$ cat src/rtl/wb_queue_if.sv
// Writeback queue bus: producer handshake, register-file write port, operand lookup.
// master = producer/consumer side, slave = the queue.
interface wb_queue_if #(
  parameter int dtype = 16,
  parameter int nregs = 8,
  parameter int DEPTH = 4
);
  localparam int addr_len = $clog2(nregs);
  localparam int CNT_W    = $clog2(DEPTH) + 1;

  logic                in_valid;
  logic                in_ready;
  logic [addr_len-1:0] in_address;
  logic [dtype-1:0]    in_data;
  logic                drain_en;
  logic                wr_en;
  logic [addr_len-1:0] wr_address;
  logic [dtype-1:0]    wr_data;
  logic [addr_len-1:0] rX_address;
  logic [addr_len-1:0] rY_address;
  logic                rX_hit;
  logic [dtype-1:0]    rX_fwd;
  logic                rY_hit;
  logic [dtype-1:0]    rY_fwd;
  logic [CNT_W-1:0]    count;

  modport master (
    output in_valid, in_address, in_data, drain_en, rX_address, rY_address,
    input  in_ready, wr_en, wr_address, wr_data, rX_hit, rX_fwd, rY_hit, rY_fwd, count
  );
  modport slave (
    input  in_valid, in_address, in_data, drain_en, rX_address, rY_address,
    output in_ready, wr_en, wr_address, wr_data, rX_hit, rX_fwd, rY_hit, rY_fwd, count
  );
endinterface

$ cat src/rtl/wb_queue.sv
// In-order register-file writeback queue with optional youngest-match operand lookup.
// Define WB_BYPASS_EN to build the rX/rY lookup comparators; otherwise hit/fwd tie to 0.
module wb_queue #(
  parameter int dtype = 16,
  parameter int nregs = 8,
  parameter int DEPTH = 4
) (
  input logic       clock,
  input logic       reset,
  wb_queue_if.slave bus
);
  localparam int addr_len = $clog2(nregs);
  localparam int PTR_W    = $clog2(DEPTH);
  localparam int CNT_W    = PTR_W + 1;

  typedef struct packed {
    logic [addr_len-1:0] addr;
    logic [dtype-1:0]    data;
  } entry_t;

  entry_t           ent_q [DEPTH];
  logic [PTR_W-1:0] head_q, head_d, tail_q, tail_d;
  logic [CNT_W-1:0] cnt_q, cnt_d;
  logic             full, empty, push, pop;

  assign full  = (cnt_q == CNT_W'(DEPTH));
  assign empty = (cnt_q == '0);
  // Readiness ignores a same-cycle pop, so a full queue never accepts.
  assign bus.in_ready = reset & ~full;
  assign push = bus.in_valid & bus.in_ready & (bus.in_address != '0);
  assign pop  = reset & bus.drain_en & ~empty;

  assign bus.wr_en      = pop;
  assign bus.wr_address = empty ? '0 : ent_q[head_q].addr;
  assign bus.wr_data    = empty ? '0 : ent_q[head_q].data;
  assign bus.count      = cnt_q;

  always_comb begin
    head_d = pop  ? head_q + PTR_W'(1) : head_q;
    tail_d = push ? tail_q + PTR_W'(1) : tail_q;
    cnt_d  = cnt_q;
    case ({push, pop})
      2'b10:   cnt_d = cnt_q + CNT_W'(1);
      2'b01:   cnt_d = cnt_q - CNT_W'(1);
      default: cnt_d = cnt_q;
    endcase
  end

  always_ff @(posedge clock) begin
    if (!reset) begin
      head_q <= '0;
      tail_q <= '0;
      cnt_q  <= '0;
    end else begin
      head_q <= head_d;
      tail_q <= tail_d;
      cnt_q  <= cnt_d;
    end
  end

  always_ff @(posedge clock) begin
    if (push) ent_q[tail_q] <= '{addr: bus.in_address, data: bus.in_data};
  end

`ifdef WB_BYPASS_EN
  logic [DEPTH-1:0] vld_q, vld_d;
  logic [PTR_W-1:0] idx;

  always_comb begin
    vld_d = vld_q;
    if (pop)  vld_d[head_q] = 1'b0;
    if (push) vld_d[tail_q] = 1'b1;
  end

  always_ff @(posedge clock) begin
    if (!reset) vld_q <= '0;
    else        vld_q <= vld_d;
  end

  // Walk oldest to youngest so the last match left standing is the youngest.
  always_comb begin
    bus.rX_hit = 1'b0;
    bus.rX_fwd = '0;
    bus.rY_hit = 1'b0;
    bus.rY_fwd = '0;
    idx        = head_q;
    for (int k = 0; k < DEPTH; k++) begin
      idx = head_q + PTR_W'(k);
      if (vld_q[idx] && bus.rX_address != '0 && ent_q[idx].addr == bus.rX_address) begin
        bus.rX_hit = 1'b1;
        bus.rX_fwd = ent_q[idx].data;
      end
      if (vld_q[idx] && bus.rY_address != '0 && ent_q[idx].addr == bus.rY_address) begin
        bus.rY_hit = 1'b1;
        bus.rY_fwd = ent_q[idx].data;
      end
    end
  end
`else
  assign bus.rX_hit = 1'b0;
  assign bus.rX_fwd = '0;
  assign bus.rY_hit = 1'b0;
  assign bus.rY_fwd = '0;
`endif
endmodule

$ cat src/flat_wrapper.sv
// flat-port wrapper written by rule: the top's interface ports become plain ports
module wb_queue_flat 
#(
  parameter int dtype = 16,
  parameter int nregs = 8,
  parameter int DEPTH = 4
)
  (clock, reset, bus_in_valid, bus_in_address, bus_in_data, bus_drain_en, bus_rX_address, bus_rY_address, bus_in_ready, bus_wr_en, bus_wr_address, bus_wr_data, bus_rX_hit, bus_rX_fwd, bus_rY_hit, bus_rY_fwd, bus_count);
  wb_queue_if #(.dtype(dtype), .nregs(nregs), .DEPTH(DEPTH)) bus_i ();
  input logic clock;
  input logic reset;
  input wire logic [$bits(bus_i.in_valid)-1:0] bus_in_valid;
  input wire logic [$bits(bus_i.in_address)-1:0] bus_in_address;
  input wire logic [$bits(bus_i.in_data)-1:0] bus_in_data;
  input wire logic [$bits(bus_i.drain_en)-1:0] bus_drain_en;
  input wire logic [$bits(bus_i.rX_address)-1:0] bus_rX_address;
  input wire logic [$bits(bus_i.rY_address)-1:0] bus_rY_address;
  output wire logic [$bits(bus_i.in_ready)-1:0] bus_in_ready;
  output wire logic [$bits(bus_i.wr_en)-1:0] bus_wr_en;
  output wire logic [$bits(bus_i.wr_address)-1:0] bus_wr_address;
  output wire logic [$bits(bus_i.wr_data)-1:0] bus_wr_data;
  output wire logic [$bits(bus_i.rX_hit)-1:0] bus_rX_hit;
  output wire logic [$bits(bus_i.rX_fwd)-1:0] bus_rX_fwd;
  output wire logic [$bits(bus_i.rY_hit)-1:0] bus_rY_hit;
  output wire logic [$bits(bus_i.rY_fwd)-1:0] bus_rY_fwd;
  output wire logic [$bits(bus_i.count)-1:0] bus_count;
  assign bus_i.in_valid = bus_in_valid;
  assign bus_i.in_address = bus_in_address;
  assign bus_i.in_data = bus_in_data;
  assign bus_i.drain_en = bus_drain_en;
  assign bus_i.rX_address = bus_rX_address;
  assign bus_i.rY_address = bus_rY_address;
  assign bus_in_ready = bus_i.in_ready;
  assign bus_wr_en = bus_i.wr_en;
  assign bus_wr_address = bus_i.wr_address;
  assign bus_wr_data = bus_i.wr_data;
  assign bus_rX_hit = bus_i.rX_hit;
  assign bus_rX_fwd = bus_i.rX_fwd;
  assign bus_rY_hit = bus_i.rY_hit;
  assign bus_rY_fwd = bus_i.rY_fwd;
  assign bus_count = bus_i.count;
  wb_queue #(.dtype(dtype), .nregs(nregs), .DEPTH(DEPTH)) u_core (.clock(clock), .reset(reset), .bus(bus_i));
endmodule
$ cat config.mk
export PLATFORM = sky130hd
export DESIGN_NAME = wb_queue_flat
export DESIGN_NICKNAME = d
export VERILOG_FILES = /design/src/rtl/wb_queue_if.sv /design/src/rtl/wb_queue.sv /design/src/flat_wrapper.sv
export SDC_FILE = /design/constraint.sdc
export NUM_CORES = 1
export LEC_CHECK = 0
export CAP_MARGIN = 20
export CORE_ASPECT_RATIO = 0.7
export CORE_MARGIN = 10
export CORE_UTILIZATION = 55
export CTS_BUF_LIST = sky130_fd_sc_hd__clkbuf_2
export DETAILED_ROUTE_END_ITERATION = 10
export GPL_ROUTABILITY_DRIVEN = 0
export HOLD_SLACK_MARGIN = 0.08
export PLACE_DENSITY_LB_ADDON = 0.25
export SKIP_LAST_GASP = 1
export SLEW_MARGIN = 20
export SYNTH_ARGS = -nofsm -noshare
export SYNTH_HDL_FRONTEND = slang
export SYNTH_SLANG_ARGS = --single-unit
$ cat constraint.sdc
create_clock -name clock -period 6.74 [get_ports clock]
set_input_delay 1.685 -clock clock [delete_from_list [all_inputs] [get_ports clock]]
set_output_delay 1.685 -clock clock [all_outputs]
set_load 0.01 [all_outputs]
Word level (Yosys, flattened, before mapping)
Memories as Yosys holds them, arrays and structs flattened. A register that Yosys moved wholly into a read port is not among the register bits.
Cells that the tools add are included.
{ "word_totals": {"ff_bits": 7, "mem_bits_rw": 76, "inputBits": 29, "output_inout_bits": 58, "word_cells": 28, "memories": 1} }
{ "memory_table": {"columns": ["memory", "words", "word_bits", "rd", "rd_ports_with_merged_regs", "write_ports", "line_no", "text"], "rows": [
  ["u_core.ent_q", 4, 19, 1, 1, 1, "wb_queue.sv:21", "entry_t ent_q [DEPTH];"]
]} }
{ "op_classes": {"addsub": 4, "eq_ne": 3, "n_mux": 7, "bitwise": 7, "reduce_logical": 3} }
{ "ops": {"columns": ["cell", "n"], "rows": [
  ["$mux 16", 1],
  ["$pmux 3 s2", 1],
  ["$and 1x1->1", 5],
  ["$add 2x1->2 const B", 2],
  ["$mux 2", 2],
  ["$add 3x1->3 const B", 1],
  ["$eq 3x3->1 const B", 1],
  ["$logic_not 3->1", 1],
  ["$mux 3", 1],
  ["$reduce_bool 3->1", 1],
  ["$sub 3x1->3 const B", 1],
  ["$eq 2x1->1 const B", 1],
  ["$eq 2x2->1 const B", 1],
  ["$mux 1", 2],
  ["$not 1->1", 2],
  ["$reduce_bool 2->1", 1]
]} }

Depth between registers and ports, before layout
Gate-level depths: netlist of run 1.
{ "depth": {"word_depth": 7, "depth_mapped": 9, "depth_no_buf": 9} }

Worst setup path after synthesis of run 1
Ideal clock, no wire load.
{ "synth_path": {"path_type": "in2out", "startpoint": "input port reset", "endpoint": "output port bus_wr_en", "arrival_time_ns": 2.101, "required_ns": 5.055, "path_slack_ns": 2.954, "cell_stages": 2, "path_buffers": 0, "path_cell_list": "clkinv_1 nor2_1"} }
{ "synth_via": {"elab_chain_len": 2} }
{ "synth_rtl": {"columns": ["item", "line_no", "text"], "rows": [
  ["start, declared", "flat_wrapper.sv:11", "input logic reset;"],
  ["$and 1x1->1 (2 in a row)", "wb_queue.sv:31", "assign pop = reset & bus.drain_en & ~empty;"],
  ["end, declared", "flat_wrapper.sv:19", "output wire logic [$bits(bus_i.wr_en)-1:0] bus_wr_en;"]
]} }
No other way between the ends.

Final worst setup path of run 1
Same ends and word-level chain as after synthesis.

==> out/metrics.csv, run 1 <==
metric,value,unit
leakage,1.44,nW
Sink Count,85,
CP endpoint kind,output port,
NumNets Final,294,
sequential fraction of the synthesis area,67.2,%
Fill cells,446,
average vias per placed instance,4.87,
post-synth cell types,28,
root buffer cell,clkbuf_2,
"Period Utilization, post-route",73.2,%
layout cells sized above 1,10.6,%
number of CTS-inserted buffers,9,
simple-gate share of the synthesized area,5.84,%
Port Buf Inserts,46,
Sw Share,24.2,%
"Max FO, Critical Path",9,
achievable clock frequency,203,MHz
"antenna viol nets, final",0,
status,finished clean,
area occupied by registers,0.00246,mm²
Tot Pwr,1.01,mW
final hold vios,0,
RSZ-0062 raised after global routing,false,
Net Switching,244,µW
"Slew Viols, Final",0,
design area,0.00417,mm²
Mapped Avg Cell Area,17.7,µm²
number of diodes,0,
drt first pass iters,4,
# setup viols final,0,
Compound-Gate Fraction of Synth Area,1.54,%
MaxCap Viol Count,0,
num ports,87,
Period minus WS final,4.93,ns
Post-Syn Instances,207,
Seq cells post-synth,85,
RR Endpoint,u_core.ent_q[3][18]$_DFFE_PP_,
Die X,118,µm
area of the multi-input gates,997,µm²
mux contribution to synthesized area,13.1,%
XOR/XNOR share of the synthesized area,0.956,%
crit path DAT,3.25,ns
antenna violations before repair,0,
FP Rows,24,
Hold Path Sink,u_core.tail_q[1]$_SDFFE_PN0P_,
critical path class,in2out,
clock power share,23.4,%
r2r setup slk,4.39,ns
post-CTS sizing,0,
largest family of logic cells by synthesized area,multiplexers,
setup_tns,0,ns
Via Count,1725,
grt ovf,0,
Worst-Margin Slew,1.02,ns
clk buf depth,2,
Logic pwr share,16.8,%
"commonest non-fill, non-tap cells in the layout","edfxtp_1 (76), clkdlybuf4s50_1 (46), conb_1 (34)",
Clock transition at path regs,0.19,ns
Post-DP HPWL,4.22,mm
cell internal pwr,766,µW
mapped cell area,0.00367,mm²
WHS Path Cells,2,
Final Worst Setup Slack,1.81,ns
Hold Buf Count CTS,0,
Post-Route Skew,0.0148,ns
Hold/Removal Path Class,reg2reg,
"most common cell after layout, fill and taps aside",edfxtp_1,
final wirelength,6.23,mm
worst vdd rail ir drop,160,µV
post-synthesis adder-cell area fraction,2.25,%
per-cell routed wire length,17.6,µm
worst r2r path cells,3,
die area,0.0104,mm²
clk_lat worst skew,0.49,ns
"Setup Fix Bufs, Post-CTS",0,
DRC Markers,0,
WP data required,5.06,ns
Startpoint Class,input port,
Synth Warn #,0,
vias in the first global route,1875,
pwr/cell area,242,mW/mm²
DP Worst Slack,1.80,ns
gr usage total,12.5,%
Chip Height,88.3,µm
relative slew slack,32.3,%
first-pass GRT wire length,9.94,mm
Initial Utilization,57.9,%
area grow syn2layout,13.9,%
largest net degree at the start of global routing,20,
Flop pwr share,59.8,%
CTS tree,yes,
Hold Crit Start,u_core.tail_q[1]$_SDFFE_PN0P_,
H-tree Lvls,3,
core box area,0.00634,mm²
reg2reg start,u_core.bus.count[0]$_SDFFE_PN0P_,
DRT iter0 DRCs,63,
Final Util,65.9,%
placed cell area,0.00407,mm²
[synthesized netlist by cell type]
library cell	count	area, µm²
mux4_2	10	225
clkinv_1	1	3.75
o31ai_1	2	15.0
buf_6	1	11.3
o21ai_0	1	5.00
a211oi_2	1	12.5
a21oi_1	3	15.0
nand2_1	2	7.51
or3_1	1	6.26
nor2b_1	11	68.8
nor2_1	8	30.0
mux4_1	9	236
conb_1	1	3.75
ha_1	5	62.6
buf_2	2	10.0
buf_4	34	255
and2b_1	8	60.1
fa_1	1	20.0
inv_1	7	26.3
xor2_1	4	35.0
nor3_4	1	16.3
edfxtp_1	76	2280
and2_1	4	25.0
buf_12	1	20.0
mux2i_1	2	20.0
o311ai_0	1	8.76
dfxtp_1	9	180
clkbuf_1	1	3.75
[kinds of logic (layout without fill, tap and decap cells)]
family          Yosys count  in the layout
flops                    85             85
buf+inv                  47             70
simple gates             35             35
mux                      21             21
compound gates            8              8
fa+ha+maj                 6              6
xor+xnor                  4              4
other cells               1             34
[power groups by stage]
stage               clock [mW]  combinational, mW  sequential (mW)
floorplan                    0              0.115            0.614
global placement             0              0.169            0.616
detailed placement           0              0.172            0.616
CTS                      0.244              0.172            0.605
global route             0.266              0.186            0.607
finish                   0.236              0.170            0.604
[layer usage]
metal | vias up | GRT usage [%] | wire length [µm]
met3 | 6 | 6.36 | 522
met1 | 852 | 13.7 | 2660
met5 | - | 0 | 0
met2 | 52 | 21.2 | 3010
li1 | 815 | - | -
met4 | 0 | 4.03 | 41
[cell type report]
class / instances / share of cell area, %
inverters: 8 / 0.719
flip-flops and latches: 85 / 59.0
repair buffers: 47 / 11.2
clock buffers: 10 / 1.20
well taps: 91 / 2.73
multi-input cells: 108 / 23.9
clock inverters: 5 / 1.26
[sequential cells by signal, indices dropped and copies added (netlist names), named ones only]
| name | count |
|---|---|
| u_core.ent_q | 76 |
| u_core.bus.count | 3 |
| u_core.tail_q | 2 |
| u_core.head_q | 2 |
[how the worst max path moves through the flow]
stage,start,to,slack (ns),cells after the start
after floorplan,reset,bus_wr_en,2.95,2
after global placement,reset,bus_wr_en,1.80,4
after detailed placement,reset,bus_wr_en,1.80,4
after CTS,reset,bus_wr_en,1.80,4
after global routing,reset,bus_wr_en,1.71,4
final,reset,bus_wr_en,1.81,4
[critical path, cell delays in order]
cell             delay (ns)
clkdlybuf4s50_1        0.50
clkinv_1               0.25
nor2_1                 0.24
clkdlybuf4s50_1        0.57
[stage by stage]
stage,instances,hold WS (ns)
final,354,0.535
after global routing,354,0.581
after CTS,354,0.537
after detailed placement,339,0.515
after global placement,339,0.492
after floorplan,240,0.468
Power figures use the tool's default switching activity.
==> run 2, diff against run 1 <==
--- a/config.mk
+++ b/config.mk
@@ -8,7 +8,7 @@
 export CAP_MARGIN = 20
 export CORE_ASPECT_RATIO = 0.7
 export CORE_MARGIN = 10
-export CORE_UTILIZATION = 55
+export CORE_UTILIZATION = 51
 export CTS_BUF_LIST = sky130_fd_sc_hd__clkbuf_2
 export DETAILED_ROUTE_END_ITERATION = 10
 export GPL_ROUTABILITY_DRIVEN = 0
==> constraint.sdc (replaced) <==
create_clock -name clock -period 5 [get_ports clock]
set_input_delay 1.25 -clock clock [delete_from_list [all_inputs] [get_ports clock]]
set_output_delay 1.25 -clock clock [all_outputs]
set_load 0.01 [all_outputs]
==> run 2 against run 1 <==
Compared with the run above:
- first-iteration DRC count is 22% higher
- sequential share of layout area is 0.53 points lower
- worst hold slack worse by 0.021 ns
- setup slack worse by 0.90 ns
- utilization is 4.7 points lower
- non-clock buffer count is 4 higher
- largest cell class unchanged
- highest routed layer unchanged
==> out/metrics.csv, run 2 (synthesized netlist as in run 1, its figures left out) <==
metric,value,unit
"Slew Viols, Final",0,
Chip Height,90.9,µm
# setup viols final,0,
r2r setup slk,2.74,ns
Hold Path Sink,u_core.tail_q[1]$_SDFFE_PN0P_,
"Setup Fix Bufs, Post-CTS",0,
worst vdd rail ir drop,200,µV
num ports,87,
Post-Route Skew,0.0119,ns
reg2reg start,u_core.bus.count[0]$_SDFFE_PN0P_,
MaxCap Viol Count,0,
Initial Utilization,53.3,%
DRC Markers,0,
Sink Count,85,
grt ovf,0,
largest net degree at the start of global routing,20,
CTS tree,yes,
vias in the first global route,1781,
critical path class,in2out,
Clock transition at path regs,0.20,ns
placed insts,346,
Layout Cells excl Fill,362,
Hold Crit Start,u_core.tail_q[1]$_SDFFE_PN0P_,
crit-path cells,"clkdlybuf4s50_1, clkinv_1, nor2_1, clkdlybuf4s50_1",
leakage,1.46,nW
Hold Buf Count CTS,0,
first-pass GRT wire length,9.40,mm
core box area,0.00688,mm²
Slowest Stage Delay on Critical Path,0.57,ns
CP endpoint kind,output port,
Port Buf Inserts,46,
antenna violations before repair,0,
NumNets Final,298,
"most common cell after layout, fill and taps aside",edfxtp_1,
CP Buf/Inv Count,3,
DP Worst Slack,0.897,ns
Hold/Removal Path Class,reg2reg,
Fill cells,526,
WP data required,3.75,ns
Most common cell on crit path,clkdlybuf4s50_1,
worst r2r path cells,9,
Period minus WS final,4.09,ns
relative slew slack,44.6,%
drt first pass iters,4,
number of diodes,0,
DRT iter0 DRCs,77,
Final Worst Setup Slack,0.909,ns
gr usage total,11.0,%
crit-path leading delay family,buffers and inverters,
"Max FO, Critical Path",9,
"commonest non-fill, non-tap cells in the layout","edfxtp_1 (76), clkdlybuf4s50_1 (46), conb_1 (34)",
number of CTS-inserted buffers,9,
clk buf depth,2,
post-CTS sizing,0,
clk_lat worst skew,0.48,ns
H-tree Lvls,3,
achievable clock frequency,244,MHz
max reg flops,76,
"slowest stage cell, crit path",clkdlybuf4s50_1,
Post-DP HPWL,4.13,mm
Worst-Margin Slew,0.830,ns
final wirelength,6.06,mm
Die X,121,µm
die area,0.0110,mm²
layout cells sized above 1,11.6,%
Via Count,1728,
per-cell routed wire length,16.7,µm
crit path DAT,2.84,ns
FP Rows,25,
area of the multi-input gates,997,µm²
area occupied by registers,0.00246,mm²
status,finished clean,
Final Util,61.2,%
"Period Utilization, post-route",81.8,%
RR Endpoint,u_core.bus.count[2]$_SDFFE_PN0P_,
root buffer cell,clkbuf_2,
Startpoint Class,input port,
area grow syn2layout,14.9,%
"antenna viol nets, final",0,
pwr/cell area,324,mW/mm²
Hold Slack,0.514,ns
final hold vios,0,
Largest Register,u_core.ent_q,
average vias per placed instance,4.77,
WHS Path Cells,2,
setup_tns,0,ns
RSZ-0062 raised after global routing,false,
## run 2: layout make-up
type,instances,area share (%)
Inverter,8,0.713
Clock inverter,5,1.22
Timing Repair Buffer,51,11.8
Sequential cell,85,58.5
Tap cell,94,2.79
Multi-Input combinational cell,108,23.7
Clock buffer,11,1.31
## run 2: routing by layer
metal	vias up	track usage, %	share of wire, %	routed length (µm)
met4	0	3.96	0.86	52
met1	839	12.8	42	2530
met5	-	0	0	0
met3	5	4.39	8.6	521
met2	60	18.1	49	2960
li1	824	-	-	-
## run 2: worst max-delay path by stage
| stage | start | endpoint | cells after the start |
|---|---|---|---|
| floorplan | reset | u_core.bus.count[2]$_SDFFE_PN0P_ | 8 |
| global placement | reset | bus_wr_en | 4 |
| detailed placement | reset | bus_wr_en | 4 |
| CTS | reset | bus_wr_en | 4 |
| global route | reset | bus_wr_en | 4 |
| finish | reset | bus_wr_en | 4 |
## run 2: worst min-delay path, delay by kind of cell, from the launching register on
| kind | cells | cell delay [ns] |
|---|---|---|
| mux | 1 | 0.05 |
| flops | 1 | 0.38 |
| simple gates | 1 | 0.06 |
## run 2: power breakdown
part           switching [mW]  internal (mW)
Clock                   0.207          0.117
Sequential             0.0140          0.800
Combinational           0.107          0.121
Total                   0.328           1.04
## run 2: per-stage QoR
step / power [mW] / instance area (µm²)
2_1_floorplan: 0.983 / 3790
3_3_place_gp: 1.06 / 4110
3_5_place_dp: 1.06 / 4110
4_1_cts: 1.39 / 4210
5_1_grt: 1.43 / 4210
6_report: 1.37 / 4210
==> run 3, diff against run 2 <==
==> constraint.sdc (replaced) <==
create_clock -name clock -period 3.8 [get_ports clock]
set_input_delay 0.95 -clock clock [delete_from_list [all_inputs] [get_ports clock]]
set_output_delay 0.95 -clock clock [all_outputs]
set_load 0.01 [all_outputs]
==> run 3 against run 2 <==
Compared with the run above:
- total power rose by 31%
- wire length is 1.1% higher
- sequential share of layout area shrank 0.69 points
- clock-buffer cell count fell by 1
- setup slack worse by 0.48 ns
- global-route usage rose by 0.36 points
- clock skew is 0.0045 ns higher
- critical path depth unchanged
- cell count up 1.9%
- worst hold slack better by 0.0069 ns
- largest cell class unchanged
- largest power group unchanged
==> out/metrics.csv, run 3 (synthesized netlist as in run 1, its figures left out) <==
metric,value,unit
status,finished clean,
grt ovf,0,
final hold vios,0,
largest net degree at the start of global routing,20,
Port Buf Inserts,46,
"Slew Viols, Final",0,
Flop pwr share,59.9,%
FP Rows,25,
core box area,0.00688,mm²
Hold Buf Count CTS,0,
Sink Count,85,
placed insts,353,
Tot Pwr,1.79,mW
r2r setup slk,1.56,ns
Logic pwr share,17.3,%
Hold Path Sink,u_core.tail_q[1]$_SDFFE_PN0P_,
antenna violations before repair,0,
setup_tns,0,ns
per-cell routed wire length,16.6,µm
Post-DP HPWL,4.44,mm
RSZ-0062 raised after global routing,false,
"Setup Fix Bufs, Post-CTS",0,
clk_lat worst skew,0.48,ns
gr usage total,11.4,%
Startpoint Class,register,
MaxCap Viol Count,0,
Layout Cells excl Fill,369,
worst r2r path cells,10,
critical path class,reg2out,
# setup viols final,0,
WP data required,2.85,ns
layout cells sized above 1,13.5,%
first-pass GRT wire length,9.73,mm
root buffer cell,clkbuf_2,
pwr/cell area,419,mW/mm²
WHS Path Cells,2,
Post-Route Skew,0.0164,ns
reg2reg start,u_core.bus.count[0]$_SDFFE_PN0P_,
H-tree Lvls,3,
Hold/Removal Path Class,reg2reg,
achievable clock frequency,297,MHz
Clock transition at path regs,0.19,ns
crit path DAT,2.42,ns
CTS tree,yes,
Chip Height,90.9,µm
Largest Register,u_core.ent_q,
drt first pass iters,4,
cell internal pwr,1.36,mW
Period minus WS final,3.37,ns
relative slew slack,51.1,%
design area,0.00426,mm²
DRT iter0 DRCs,76,
Worst-Margin Slew,0.731,ns
placed cell area,0.00416,mm²
average vias per placed instance,4.78,
die area,0.0110,mm²
area of the multi-input gates,997,µm²
max reg flops,76,
final wirelength,6.13,mm
post-CTS sizing,0,
Via Count,1763,
DRC Markers,0,
number of diodes,0,
RR Endpoint,u_core.bus.count[2]$_SDFFE_PN0P_,
CP endpoint kind,output port,
"Period Utilization, post-route",88.6,%
Die X,121,µm
area grow syn2layout,16.2,%
Initial Utilization,53.3,%
area occupied by registers,0.00246,mm²
NumNets Final,305,
"most common cell after layout, fill and taps aside",edfxtp_1,
leakage,1.49,nW
"antenna viol nets, final",0,
"commonest non-fill, non-tap cells in the layout","edfxtp_1 (76), clkdlybuf4s50_1 (46), conb_1 (34)",
Fill cells,541,
vias in the first global route,1888,
Net Switching,422,µW
num ports,87,
number of CTS-inserted buffers,9,
Hold Crit Start,u_core.tail_q[1]$_SDFFE_PN0P_,
"Max FO, Critical Path",11,
worst vdd rail ir drop,241,µV
clk buf depth,2,
Sw Share,23.6,%
clock power share,22.8,%
run 3: changes by cell type in the layout (fill, tap and decap cells not counted), sizes merged:
cell,before,now
clkinvlp,0,1
buf,5,12
clkbuf,11,10
run 3: metal layers:
metal  vias up  GRT usage, %  wire, µm
met4         0          3.27        25
met2        56          18.4      3060
met3         2          5.26       538
met5         -             0         0
met1       866          13.3      2500
li1        839             -         -
run 3: stage by stage:
stage               setup slack (ns)  utilization (%)  hold WS [ns]
floorplan                       1.16                -         0.468
global placement               0.473             60.4         0.483
detailed placement             0.397             60.4         0.502
CTS                            0.336             61.9         0.524
global route                   0.236             61.9         0.558
finish                         0.432             61.9         0.521
run 3: area by class of cell:
type	instances	share of cell area [%]
flip-flops and latches	85	57.8
multi-input cells	108	23.4
repair buffers	58	12.9
well taps	94	2.76
clock inverters	6	1.26
clock buffers	10	1.17
inverters	8	0.705
run 3: worst max-delay path by stage:
stage / from / to / cells after the start
global placement: bus_in_address[0] / u_core.bus.count[2]$_SDFFE_PN0P_ / 11
global route: register / bus_wr_data[15] / 4
CTS: register / bus_wr_data[15] / 4
detailed placement: bus_in_address[0] / u_core.bus.count[2]$_SDFFE_PN0P_ / 11
floorplan: reset / u_core.bus.count[2]$_SDFFE_PN0P_ / 8
finish: register / bus_wr_data[15] / 4
run 3: power groups by stage:
stage | Clock [mW] | Combinational (mW) | Sequential (mW)
floorplan | 0 | 0.205 | 1.09
global placement | 0 | 0.311 | 1.09
detailed placement | 0 | 0.314 | 1.09
CTS | 0.427 | 0.315 | 1.07
global route | 0.476 | 0.340 | 1.07
finish | 0.408 | 0.308 | 1.07
run 3: critical path, stage by stage (launching register included):
cell             delay (ns)
dfxtp_1                0.70
buf_4                  0.28
mux4_1                 0.30
nor2b_1                0.15
clkdlybuf4s50_1        0.51
==> patch 1 (settings of run 3) <==
Build with the macro `WB_BYPASS_EN` defined.
--- a/src/rtl/wb_queue.sv
+++ b/src/rtl/wb_queue.sv
@@ -1,4 +1,6 @@
 // In-order register-file writeback queue with optional youngest-match operand lookup.
 // Define WB_BYPASS_EN to build the rX/rY lookup comparators; otherwise hit/fwd tie to 0.
+`define WB_BYPASS_EN
+
 module wb_queue #(
   parameter int dtype = 16,
Formal check against the unedited RTL: not equivalent (a bounded check fails within 4 cycles, from zero or initial values and one cycle with reset low).
==> patch 1 against run 3 <==
  * Highest routed layer unchanged
  * Sequential cell count is 4 higher
  * Critical path type unchanged
  * The flow now finishes with violations (setup timing)
  * Largest cell class is now multi-input gates
  * Synthesized area is 81% higher
  * Worst setup slack worse by 1.1 ns
  * Register-to-register slack worse by 0.11 ns
  * Clock skew is 0.00082 ns lower
  * Design area is 100% higher
  * Routed wire length grew to 3.3 times the old value
  * Total power is 24% higher
==> patch 1: results (changes against run 3) <==
Status
  • Outcome: finished with violations
  • Failing checks: setup timing

Yosys
  • Synth Area in Compound Gates: 0.1055 (+0.09013)
  • Synth area leaders: edfxtp_1 34%, mux4_2 25%, dfxtp_1 3.9%
  • Synth Instances: 511 (+150%)
  • Post-synthesis sequential area ratio: 0.3835 (-0.2882)
  • Synth unique cells: 46 (+64%)
  • Synth Area in Adders: 0.02000 (-0.002522)
  • Synth top cells by count: 76 x edfxtp_1, 75 x mux4_2, 49 x nor2_1
  • Mux share of post-synthesis cell area: 0.2904 (+0.1590)

Layout
  • Nets: 695 (+130%)
  • Fillers: 841 (+55%)
  • Share of layout cells above drive strength 1: 0.4554 (+0.3208)
  • Fin cells: 823 (+120%)

Clocking
  • Clk_lat worst skew: 0.55 ns (+0.07 ns)
  • Clock Pin Slew Worst Setup and Hold Paths: 0.24 ns (+0.05 ns)
  • CTS Buf Count: 9 (unchanged)

Power and ir drop
  • Leak: 2.980 nW (+100%)
  • Peak supply drop: 285.4 uV (+19%)

Global routing
  • GRT Total Usage: 0.2244 (+0.1106)
  • Largest net degree at the start of global routing: 36 (+80%)
  • First-pass GRT wire length: 31.44 mm (+220%)

Timing
  • Worst-Margin Slew: 0.5787 ns (-0.1526 ns)
  • Setup TNS: -17.25 ns (-17.25 ns)
  • # setup viols final: 34 (+34)
  • Setup WS post-layout: -0.6195 ns (-1.051 ns)
  • Worst Skew: 0.01561 ns (-0.0008154 ns)

Detailed routing
  • Initial DRC count: 674 (+790%)
  • Drt pass-1 iters: 5 (+1)
  • Vias: 5,516 (+210%)
  • Drt wl/cell: 24.84 um (+50%)

Place
  • Placed Instances: 787 (+120%)
  • HPWL Detailed: 13.77 mm (+210%)
  • Post-DP Area: 8199 um2 (+97%)

Worst setup path
  • CP arrival: 3.47 ns (+1.05 ns)
  • Crit-path max FO: 6 (-5)
  • Reg2reg start: u_core.bus.count[1]

Hold path
  • Hold Path Origin: u_core.bus.count[2]
patch 1: layout make-up:
class | count | area, um2 | share of cell area
Clock inverter | 6 | 45.04 | 0.005160
Tap cell | 162 | 202.7 | 0.02322
Inverter | 9 | 36.28 | 0.004157
Multi-Input combinational cell | 367 | 4197 | 0.4807
Timing Repair Buffer | 180 | 1648 | 0.1888
Clock buffer | 10 | 50.05 | 0.005733
Sequential cell | 89 | 2551 | 0.2922
patch 1: what timing repair did:
action                     in CTS  in global routing
hold buffers                    0                  0
setup buffers                  11                  4
pin swaps                      21                 11
resized for setup             193                 23
cloned                          5                  0
setup endpoints to repair      34                 34
patch 1: final timing paths:
check        slack, ns             endpoint
max              -0.62       bus_rX_fwd[15]
min               0.57  u_core.bus.count[2]
max reg2reg       1.45  u_core.bus.count[2]
min reg2reg       0.57  u_core.bus.count[2]
patch 1: routing by layer:
metal	track usage	vias up	wire length (um)
met5	0	-	0
met4	0.05893	0	363
met3	0.05448	44	2369
met2	0.3545	387	9532
met1	0.3054	2753	8177
li1	-	2332	-
patch 1: report_power, final:
group | total, mW | switching, mW | internal, mW
clock network | 0.414 | 0.324 | 0.0897
registers | 1.11 | 0.0236 | 1.09
logic | 0.697 | 0.338 | 0.359
total | 2.22 | 0.686 | 1.54
patch 1: kinds of logic after synthesis:
family / Yosys count
flops: 89
compound gates: 68
mux: 92
fa+ha+maj: 10
xor+xnor: 21
simple gates: 176
buf+inv: 55
patch 1: critical path: stages (launching register included):
cell	delay (ns)
dfxtp_4	0.41
inv_4	0.04
ha_4	0.30
buf_4	0.12
mux4_2	0.56
or2_1	0.26
o22ai_2	0.19
a311oi_4	0.12
buf_6	0.16
buf_12	0.14
a221oi_2	0.34
o31ai_2	0.12
buf_2	0.16
==> patch 2 (settings of run 3) <==
Without the edit above. `dtype` is set to 16 in 3 places; all go to 18.
--- a/src/rtl/wb_queue_if.sv
+++ b/src/rtl/wb_queue_if.sv
@@ -2,5 +2,5 @@
 // master = producer/consumer side, slave = the queue.
 interface wb_queue_if #(
-  parameter int dtype = 16,
+  parameter int dtype = 18,
   parameter int nregs = 8,
   parameter int DEPTH = 4
--- a/src/rtl/wb_queue.sv
+++ b/src/rtl/wb_queue.sv
@@ -2,5 +2,5 @@
 // Define WB_BYPASS_EN to build the rX/rY lookup comparators; otherwise hit/fwd tie to 0.
 module wb_queue #(
-  parameter int dtype = 16,
+  parameter int dtype = 18,
   parameter int nregs = 8,
   parameter int DEPTH = 4
--- a/src/flat_wrapper.sv
+++ b/src/flat_wrapper.sv
@@ -2,5 +2,5 @@
 module wb_queue_flat 
 #(
-  parameter int dtype = 16,
+  parameter int dtype = 18,
   parameter int nregs = 8,
   parameter int DEPTH = 4
Interface: changed (resized bus_in_data, bus_rX_fwd, bus_rY_fwd and bus_wr_data); port bits go from 87 to 95. The function was not compared with the original's and may differ.
==> patch 2 against run 3 <==
  * Count of clock-buffer cells in the layout is the same
  * Sequential cell count grew 8
  * Critical path depth is the same
  * Design area grew 7.3%
  * Sequential share of layout area grew 1.4 points
  * Worst hold slack gained 0.0061 ns
  * Worst setup slack lost 0.084 ns
  * Routed wire length grew 13%
  * Total power grew 13%
  * Via count grew 8.3%
  * Synthesized area grew 7.5%
  * Critical path type unchanged
==> patch 2: results (changes against run 3) <==
Status
  • Outcome: complete, no violations

Worst setup path
  • CP arrival: 2.50 ns (+0.08 ns)
  • Register-to-Register Path Depth: 8 (-2)
  • Crit-path max FO: 18 (+7)
  • Slowest CP cell: mux4_2
  • Critical Path Max Stage Delay: 0.54 ns (-0.16 ns)

Clocking
  • Post-CTS setup buffer count: 0 (unchanged)
  • # H-tree levels: 3 (unchanged)
  • Clk buf depth: 2 (unchanged)
  • CTS Buf Count: 9 (unchanged)
  • Root buf cell: clkbuf_2
  • Clock Pin Slew Worst Setup and Hold Paths: 0.22 ns (+0.03 ns)
  • Clk_lat worst skew: 0.50 ns (+0.02 ns)
  • Post_cts resized: 0 (unchanged)

Layout
  • Util after Layout: 0.6162 (-0.003045)
  • Fillers: 575 (+6.3%)
  • Nets: 323 (+5.9%)
  • Max reg flops: 84 (+11%)
  • Share of layout cells above drive strength 1: 0.1552 (+0.02063)
  • Diodes inserted: 0 (unchanged)
  • Reg with most FFs: u_core.ent_q

Place
  • HPWL Detailed: 4.707 mm (+5.9%)
  • Port Buffers: 50 (+8.7%)
  • Post-DP Area: 4444 um2 (+6.9%)

Detailed routing
  • Drt wl/cell: 17.82 um (+7.3%)
  • Vias: 1,910 (+8.3%)
  • Post-route ant nets: 0 (unchanged)
  • Drt pass-1 iters: 4 (unchanged)
  • Initial DRC count: 138 (+82%)

Yosys
  • Ys async rst share: 0 (unchanged)
  • Synth unique cells: 25 (-11%)
  • Synth top cells by count: 84 x edfxtp_1, 38 x buf_4, 21 x mux4_2, 21 x nor2b_1, 9 x dfxtp_1
  • Synth Warn #: 0 (unchanged)
  • EDFF count, synth: 84 (+11%)
  • Primary FF master, synth: edfxtp_1
  • Synth area leaders: edfxtp_1 64%, mux4_2 12%, buf_4 7.2%
  • Post-synthesis sequential area ratio: 0.6857 (+0.01404)

Timing
  • Worst Skew: 0.02156 ns (+0.005135 ns)

Power and ir drop
  • Peak supply drop: 232.5 uV (-3.4%)
  • Psw: 470.4 uW (+11%)
  • Leak: 1.533 nW (+2.7%)

Global routing
  • Vias in the first global route: 2,077 (+10%)
  • Initial antenna violation count: 0 (unchanged)
  • GRT Total Usage: 0.1194 (+0.005701)
  • First-pass GRT wire length: 11.01 mm (+13%)
  • Largest net degree at the start of global routing: 22 (+10%)

Hold path
  • Hold path cells: 2 (unchanged)
  • Hold Path Class: register to register
==> patch 2: cell types whose count changed after synthesis, sizes merged <==
cell	run 3	this run
and2b	8	0
buf	38	42
clkbuf	1	2
edfxtp	76	84
mux4	19	21
nor2b	11	21
==> patch 2: worst max-delay path, delay by kind of cell (launching register included) <==
family,cells,cell delay [ns]
simple gates,1,0.16
flops,1,0.44
mux,1,0.54
buf+inv,2,0.86
==> patch 2: final timing paths <==
path	slack, ns	start	to
max	0.35	register	bus_wr_data[8]
min	0.53	u_core.tail_q[1]	u_core.tail_q[1]
max reg2reg	1.62	u_core.bus.count[2]	u_core.bus.count[2]
min reg2reg	0.53	u_core.tail_q[1]	u_core.tail_q[1]
==> patch 2: final cells by class <==
| type | count | share of cell area |
|---|---|---|
| Clock buffer | 10 | 0.01095 |
| Clock inverter | 5 | 0.01670 |
| Timing Repair Buffer | 58 | 0.1226 |
| Sequential cell | 93 | 0.5916 |
| Inverter | 8 | 0.006570 |
| Multi-Input combinational cell | 116 | 0.2247 |
| Tap cell | 98 | 0.02683 |
==> patch 2: through the flow <==
| step | setup WS [ns] | hold slack (ns) | instances |
|---|---|---|---|
| 6_report | 0.3479 | 0.5270 | 388 |
| 3_3_place_gp | 0.4581 | 0.4935 | 373 |
| 5_1_grt | 0.1382 | 0.5774 | 388 |
| 2_1_floorplan | 1.093 | 0.4677 | 261 |
| 4_1_cts | 0.2517 | 0.5260 | 388 |
| 3_5_place_dp | 0.3954 | 0.5018 | 373 |
==> patch 2: metal layers <==
layer | GRT usage | share of wire | up-vias
li1 | - | - | 879
met1 | 0.1395 | 0.42 | 968
met2 | 0.1956 | 0.50 | 58
met3 | 0.06035 | 0.077 | 5
met4 | 0.02581 | 0.0069 | 0
met5 | 0 | 0 | -
==> patch 2: cells by family (layout without fill, tap and decap cells) <==
kind of cell             Yosys count  after routing  synth area share
buffers and inverters             52             81           0.09016
AO/OA/AOI/OAI                      8              8           0.01619
flip-flops                        93             93            0.6857
adder cells (fa/ha/maj)            6              6           0.02095
XOR/XNOR                           4              4          0.008888
multiplexers                      23             23            0.1251
AND/OR/NAND/NOR                   37             37           0.05206
other                              1             38         0.0009515
==> patch 2: power by group through the flow <==
stage | Clock [mW] | Sequential, mW | Combinational [mW]
floorplan | 0 | 1.19 | 0.220
global placement | 0 | 1.19 | 0.336
detailed placement | 0 | 1.20 | 0.340
CTS | 0.524 | 1.17 | 0.341
global route | 0.562 | 1.18 | 0.368
finish | 0.505 | 1.17 | 0.333
